`config.mk`:
```
export PLATFORM = sky130hd
export DESIGN_NAME = multi_evt_counter
export DESIGN_NICKNAME = d
export VERILOG_FILES = /design/src/rtl/multi_evt_counter.sv
export SDC_FILE = /design/constraint.sdc
export NUM_CORES = 1
export LEC_CHECK = 0
export CELL_PAD_IN_SITES_DETAIL_PLACEMENT = 1
export CELL_PAD_IN_SITES_GLOBAL_PLACEMENT = 1
export CORE_ASPECT_RATIO = 0.5
export CORE_MARGIN = 2
export CORE_UTILIZATION = 38
export DETAILED_ROUTE_END_ITERATION = 8
export PLACE_DENSITY_LB_ADDON = 0.1
export SETUP_SLACK_MARGIN = 0.5
export SLEW_MARGIN = 10
export SYNTH_ARGS = -nofsm -noshare
export SYNTH_HDL_FRONTEND = slang
export SYNTH_SLANG_ARGS = --single-unit
```
`constraint.sdc`:
```
create_clock -name clk_in -period 13.3 [get_ports clk_in]
set_input_delay 2.66 -clock clk_in [delete_from_list [all_inputs] [get_ports clk_in]]
set_output_delay 2.66 -clock clk_in [all_outputs]
set_load 0.03 [all_outputs]
```
`src/rtl/multi_evt_counter.sv`:
```
`default_nettype none
// =============================================================================
// Module   : multi_evt_counter
// Purpose  : Bank of NUM_CH up/down event counters sharing a runtime terminal
//            value (max_in), with wrap or saturate behaviour and a registered
//            terminal-event pulse per channel. Optional channel chaining is
//            enabled by defining MULTI_EVT_COUNTER_CASCADE_EN.
// Revision : 1.0 - initial release
// =============================================================================
module multi_evt_counter #(
  parameter int NUM_CH      = 4,
  parameter int WIDTH       = 16,
  parameter int SATURATE    = 0,
  parameter int COUNT_START = 0
) (
  input  logic                    clk_in,
  input  logic                    rst_in,
  input  logic [NUM_CH-1:0]       evt_in,
  input  logic [NUM_CH-1:0]       dir_in,
  input  logic [NUM_CH-1:0]       load_in,
  input  logic [WIDTH-1:0]        load_val_in,
  input  logic [WIDTH-1:0]        max_in,
  output logic [NUM_CH*WIDTH-1:0] count_out,
  output logic [NUM_CH-1:0]       wrap_out,
  output logic                    any_wrap_out
);

  localparam logic [WIDTH-1:0] C_START = WIDTH'(COUNT_START);
  localparam logic [WIDTH-1:0] C_ONE   = WIDTH'(1);
  localparam bit               C_SAT   = (SATURATE != 0);

  logic [WIDTH-1:0]  w_load_clamped;
  logic [NUM_CH-1:0] w_term;
  logic              r_any;

  // Loads are clamped so a count can never exceed the terminal value.
  assign w_load_clamped = (load_val_in > max_in) ? max_in : load_val_in;

`ifdef MULTI_EVT_COUNTER_CASCADE_EN
  logic w_unused;
  assign w_unused = ^{evt_in, dir_in};
`endif

  genvar k;
  generate
    for (k = 0; k < NUM_CH; k++) begin : g_ch
      logic             w_evt;
      logic             w_dir;
      logic             w_at_top;
      logic             w_at_bot;
      logic             w_term_ch;
      logic [WIDTH-1:0] w_base;
      logic [WIDTH-1:0] w_next;
      logic [WIDTH-1:0] r_cnt;
      logic             r_wrap;

`ifdef MULTI_EVT_COUNTER_CASCADE_EN
      if (k == 0) begin : g_head
        assign w_evt = evt_in[0];
      end else begin : g_link
        // Each stage advances on the same-cycle terminal event of the previous one.
        assign w_evt = g_ch[k-1].w_term_ch;
      end
      assign w_dir = dir_in[0];
`else
      assign w_evt = evt_in[k];
      assign w_dir = dir_in[k];
`endif

      // A count above max_in (after max_in shrinks) is treated as sitting at max_in.
      assign w_at_top = (r_cnt >= max_in);
      assign w_base   = w_at_top ? max_in : r_cnt;
      assign w_at_bot = (w_base == '0);

      assign w_term_ch = w_evt & ~load_in[k] & (w_dir ? w_at_bot : w_at_top);
      assign w_term[k] = w_term_ch;

      always_comb begin
        w_next = r_cnt;
        if (w_dir) begin
          if (w_at_bot) w_next = C_SAT ? '0 : max_in;
          else          w_next = w_base - C_ONE;
        end else begin
          if (w_at_top) w_next = C_SAT ? max_in : '0;
          else          w_next = r_cnt + C_ONE;
        end
      end

      always_ff @(posedge clk_in) begin
        if (rst_in) begin
          r_cnt  <= C_START;
          r_wrap <= 1'b0;
        end else begin
          r_wrap <= w_term_ch;
          if (load_in[k]) begin
            r_cnt <= w_load_clamped;
          end else if (w_evt) begin
            r_cnt <= w_next;
          end
        end
      end

      assign count_out[k*WIDTH +: WIDTH] = r_cnt;
      assign wrap_out[k]                 = r_wrap;
    end
  endgenerate

  always_ff @(posedge clk_in) begin
    if (rst_in) begin
      r_any <= 1'b0;
    end else begin
      r_any <= |w_term;
    end
  end

  assign any_wrap_out = r_any;

endmodule
`default_nettype wire

```
==> flow_summary_export.csv <==
group,metric,value,unit
outcome,outcome,"finished, final reports clean",
setup_path,crit_arrival,9110,ps
drt,ant_nets,0,
finish,ff_latch_area,0.001381,mm²
timing,rsz0062_at_grt,"no",
clocking,clock_latency,380,ps
drt,routed_wirelength,60630,µm
timing,layout_min_cycle_time,8786,ps
finish,synthToLayoutAreaGrowth,14.64,%
finish,finalNetCount,1674,
drt,drt_iter0_markers,1963,
grt,grt_pass1_vias,13090,
grt,antenna_found_initial,2,
power_and_ir_drop,p_leak,4.548,nW
power_and_ir_drop,power,1.206,mW
grt,overflow,0,
finish,multiInputGateArea,0.008549,mm²
finish,layout-drive-gt1-share,7.463,%
flow_run,drv_cap,0,
setup_path,endpoint_kind,"flip-flop",
drt,vias_per_cell,7.093,
timing,tightest_slew,1299,ps
logic_synthesis,ys_warn_count,0,
timing,finalSetupViolations,0,
drt,via_count,13650,
setup_path,crit_path_start_kind,"primary input",
logic_synthesis,synth_edf_count,0,
power_and_ir_drop,swShare,49.94,%
setup_path,cp.required,13620,ps
logic_synthesis,synthCells,1511,
logic_synthesis,synth_fp_nets,1649,
finish,fillers,3491,
drt,drc,0,
floorplanning,die_w,241.6,µm
drt,first_pass_iters,5,
logic_synthesis,yosysUniqueCellTypes,98,
power_and_ir_drop,power_frac_seq,24.9,%
grt,grt_use_total,40.24,%
floorplanning,dieArea,0.02966,mm²
timing,report.final.slew_viol_count,0,
floorplanning,die_h,122.8,µm
power_and_ir_drop,power_density,98.10,mW/mm²
logic_synthesis,yosysTopAreaCell,"dfxtp_1",
setup_path,worstPathMaxFanout,35,
timing,final_hold_viol_count,0,
timing,holdWs,696.5,ps
clocking,numCtsBuffers,9,
timing,fin_skew,7.022,ps
logic_synthesis,syn_avg_cell_area,7.096,µm²
logic_synthesis,synth_common_cells,"nand2_1 (124), nor2_1 (124), a21oi_1 (109)",
floorplanning,top_level_ports,115,
clocking,htreeDepth,3,
clocking,hold_buffers,0,
power_and_ir_drop,p_sw,602.3,µW
timing,clock.fmax,113.8,MHz
logic_synthesis,ys_seq_area_share,12.88,%
timing,fin_crit_sh,66.06,%
finish,final_cells,1924,
logic_synthesis,synth_ff_type,"dfxtp_1",
clocking,cts_sinks,69,
timing,relSlewSlack,10.95,%
power_and_ir_drop,p_int,603.7,µW
logic_synthesis,synth-seq-cells,69,
logic_synthesis,async_reset_ff_share,0,%
clocking,cts_setup_buffers,0,
timing,finalSetupTns,0,ps
grt,grt_start_max_net_pins,43,
setup_path,critPathKind,"in2reg",
floorplanning,rows,43,
grt,grt_pass1_wl,88910,µm
drt,wl_per_cell,31.51,µm
clocking,cts_tree,"built",
logic_synthesis,synth_area,0.01072,mm²
placed_design,dp.cells,1907,
power_and_ir_drop,clockPowerShare,22.5,%
placed_design,dp_hpwl,43920,µm
clocking,cts_max_path_buffers,2,
hold_path,min_path_type,"reg2reg",
placed_design,gp_congestion,1.010,
floorplanning,core-area,0.02771,mm²
placed_design,portBuffers,114,
clocking,clk_pin_slew_worst_paths,70,ps
power_and_ir_drop,p_comb_share,52.7,%
logic_synthesis,synthDominantCellAreaShare,12.88,%
logic_synthesis,synth_area_leaders,"dfxtp_1 (13%), ha_1 (11%), a21oi_1 (5.1%), nand2_1 (4.3%), nor2_1 (4.3%)",
clocking,clock_tree.root_cell,"clkbuf_16",
power_and_ir_drop,vdd_drop_max,69.02,µV
clocking,cts_resized,0,
floorplanning,initial_core_util,38.70,%
[final timing paths]
check,start,endpoint,slack [ps],depth (start not counted)
max,max_in[13],any_wrap_out,4510,15
min,g_ch[3].r_cnt[0],g_ch[3].r_cnt[0],700,2
max reg2reg,g_ch[0].r_cnt[0],any_wrap_out,7870,13
min reg2reg,g_ch[3].r_cnt[0],g_ch[3].r_cnt[0],700,2
[cells by family (layout without fill, tap and decap cells)]
| family | Yosys count | count (layout) | share of synthesized area (%) |
|---|---|---|---|
| AND/OR/NAND/NOR | 610 | 610 | 30.88 |
| AO/OA/AOI/OAI | 492 | 492 | 31.73 |
| buffers and inverters | 178 | 208 | 7.444 |
| adder cells (fa/ha/maj) | 92 | 92 | 10.74 |
| flip-flops | 69 | 69 | 12.88 |
| multiplexers | 41 | 41 | 3.967 |
| XOR/XNOR | 29 | 29 | 2.369 |
| other | 0 | 1 | 0 |
[power by group through the flow]
| stage | logic, mW | clock network, mW | registers [mW] |
|---|---|---|---|
| 5_1_grt | 0.671 | 0.280 | 0.301 |
| 3_3_place_gp | 0.599 | 0 | 0.299 |
| 2_1_floorplan | 0.376 | 0 | 0.294 |
| 3_5_place_dp | 0.608 | 0 | 0.300 |
| 6_report | 0.635 | 0.271 | 0.300 |
| 4_1_cts | 0.612 | 0.274 | 0.295 |
[layer usage]
metal	up-vias	track usage (%)	wire, µm
met5	-	0.8170	34
met4	2	13.35	1910
met3	124	12.57	8006
met2	900	55.85	23480
met1	6747	57.84	27200
li1	5873	-	-
[worst max-delay path, stage by stage]
cell             delay, ps
clkdlybuf4s50_1        780
clkinv_1               650
ha_1                   550
nand4_1                180
nor4_1                 340
nor4b_4                380
or3_1                  160
buf_4                  380
mux2i_1                340
ha_1                   400
nor4b_2                360
and2_1                 450
mux2i_2                310
a211oi_1               900
or4_1                  220
[flip-flops by register name, summed over array words and instances, names as in the netlist]
register,count
any_wrap_out,1
g_ch.r_cnt,64
g_ch.r_wrap,4
[metrics by stage]
step | utilization (%) | instance area (µm²) | setup WS (ps)
final | 44.37 | 12290 | 4514
after floorplan | - | 10720 | 6153
after global routing | 44.36 | 12290 | 4509
after global placement | 43.26 | 11990 | 4537
after detailed placement | 43.26 | 11990 | 4533
after CTS | 44.36 | 12290 | 4934
[placed cells by master (no fill, tap or decap), types with 8 or more instances in the layout]
cell	instances
or4_1	9
o21ai_0	85
dfxtp_1	69
inv_1	34
nor2b_1	18
xor2_1	11
nand2b_1	20
a221oi_1	29
clkbuf_16	9
a21o_1	14
a211o_1	8
nor2_1	124
nand4_1	25
o21ai_1	9
nor4_1	29
buf_4	40
o211ai_1	21
nand2_1	124
o22ai_1	14
and3_1	36
and4_1	11
a31oi_1	39
nor3_1	76
o31ai_1	25
clkdlybuf4s50_1	113
nor3b_1	9
nand3_1	56
and2_1	10
a211oi_1	26
or3_1	17
ha_1	92
xnor2_1	18
o31a_1	11
a21oi_1	109
mux2i_1	33
o221ai_1	10
[final cells by class]
class | instances | area share (%)
multi-input combinational | 1264 | 69.55
timing repair buffer | 154 | 11.68
sequential | 69 | 11.24
tap | 382 | 3.888
clock buffer | 11 | 1.975
inverter | 38 | 1.160
clock inverter | 5 | 0.4886
antenna | 1 | 0.02036
Note: power is estimated with default switching activity, not from simulation.
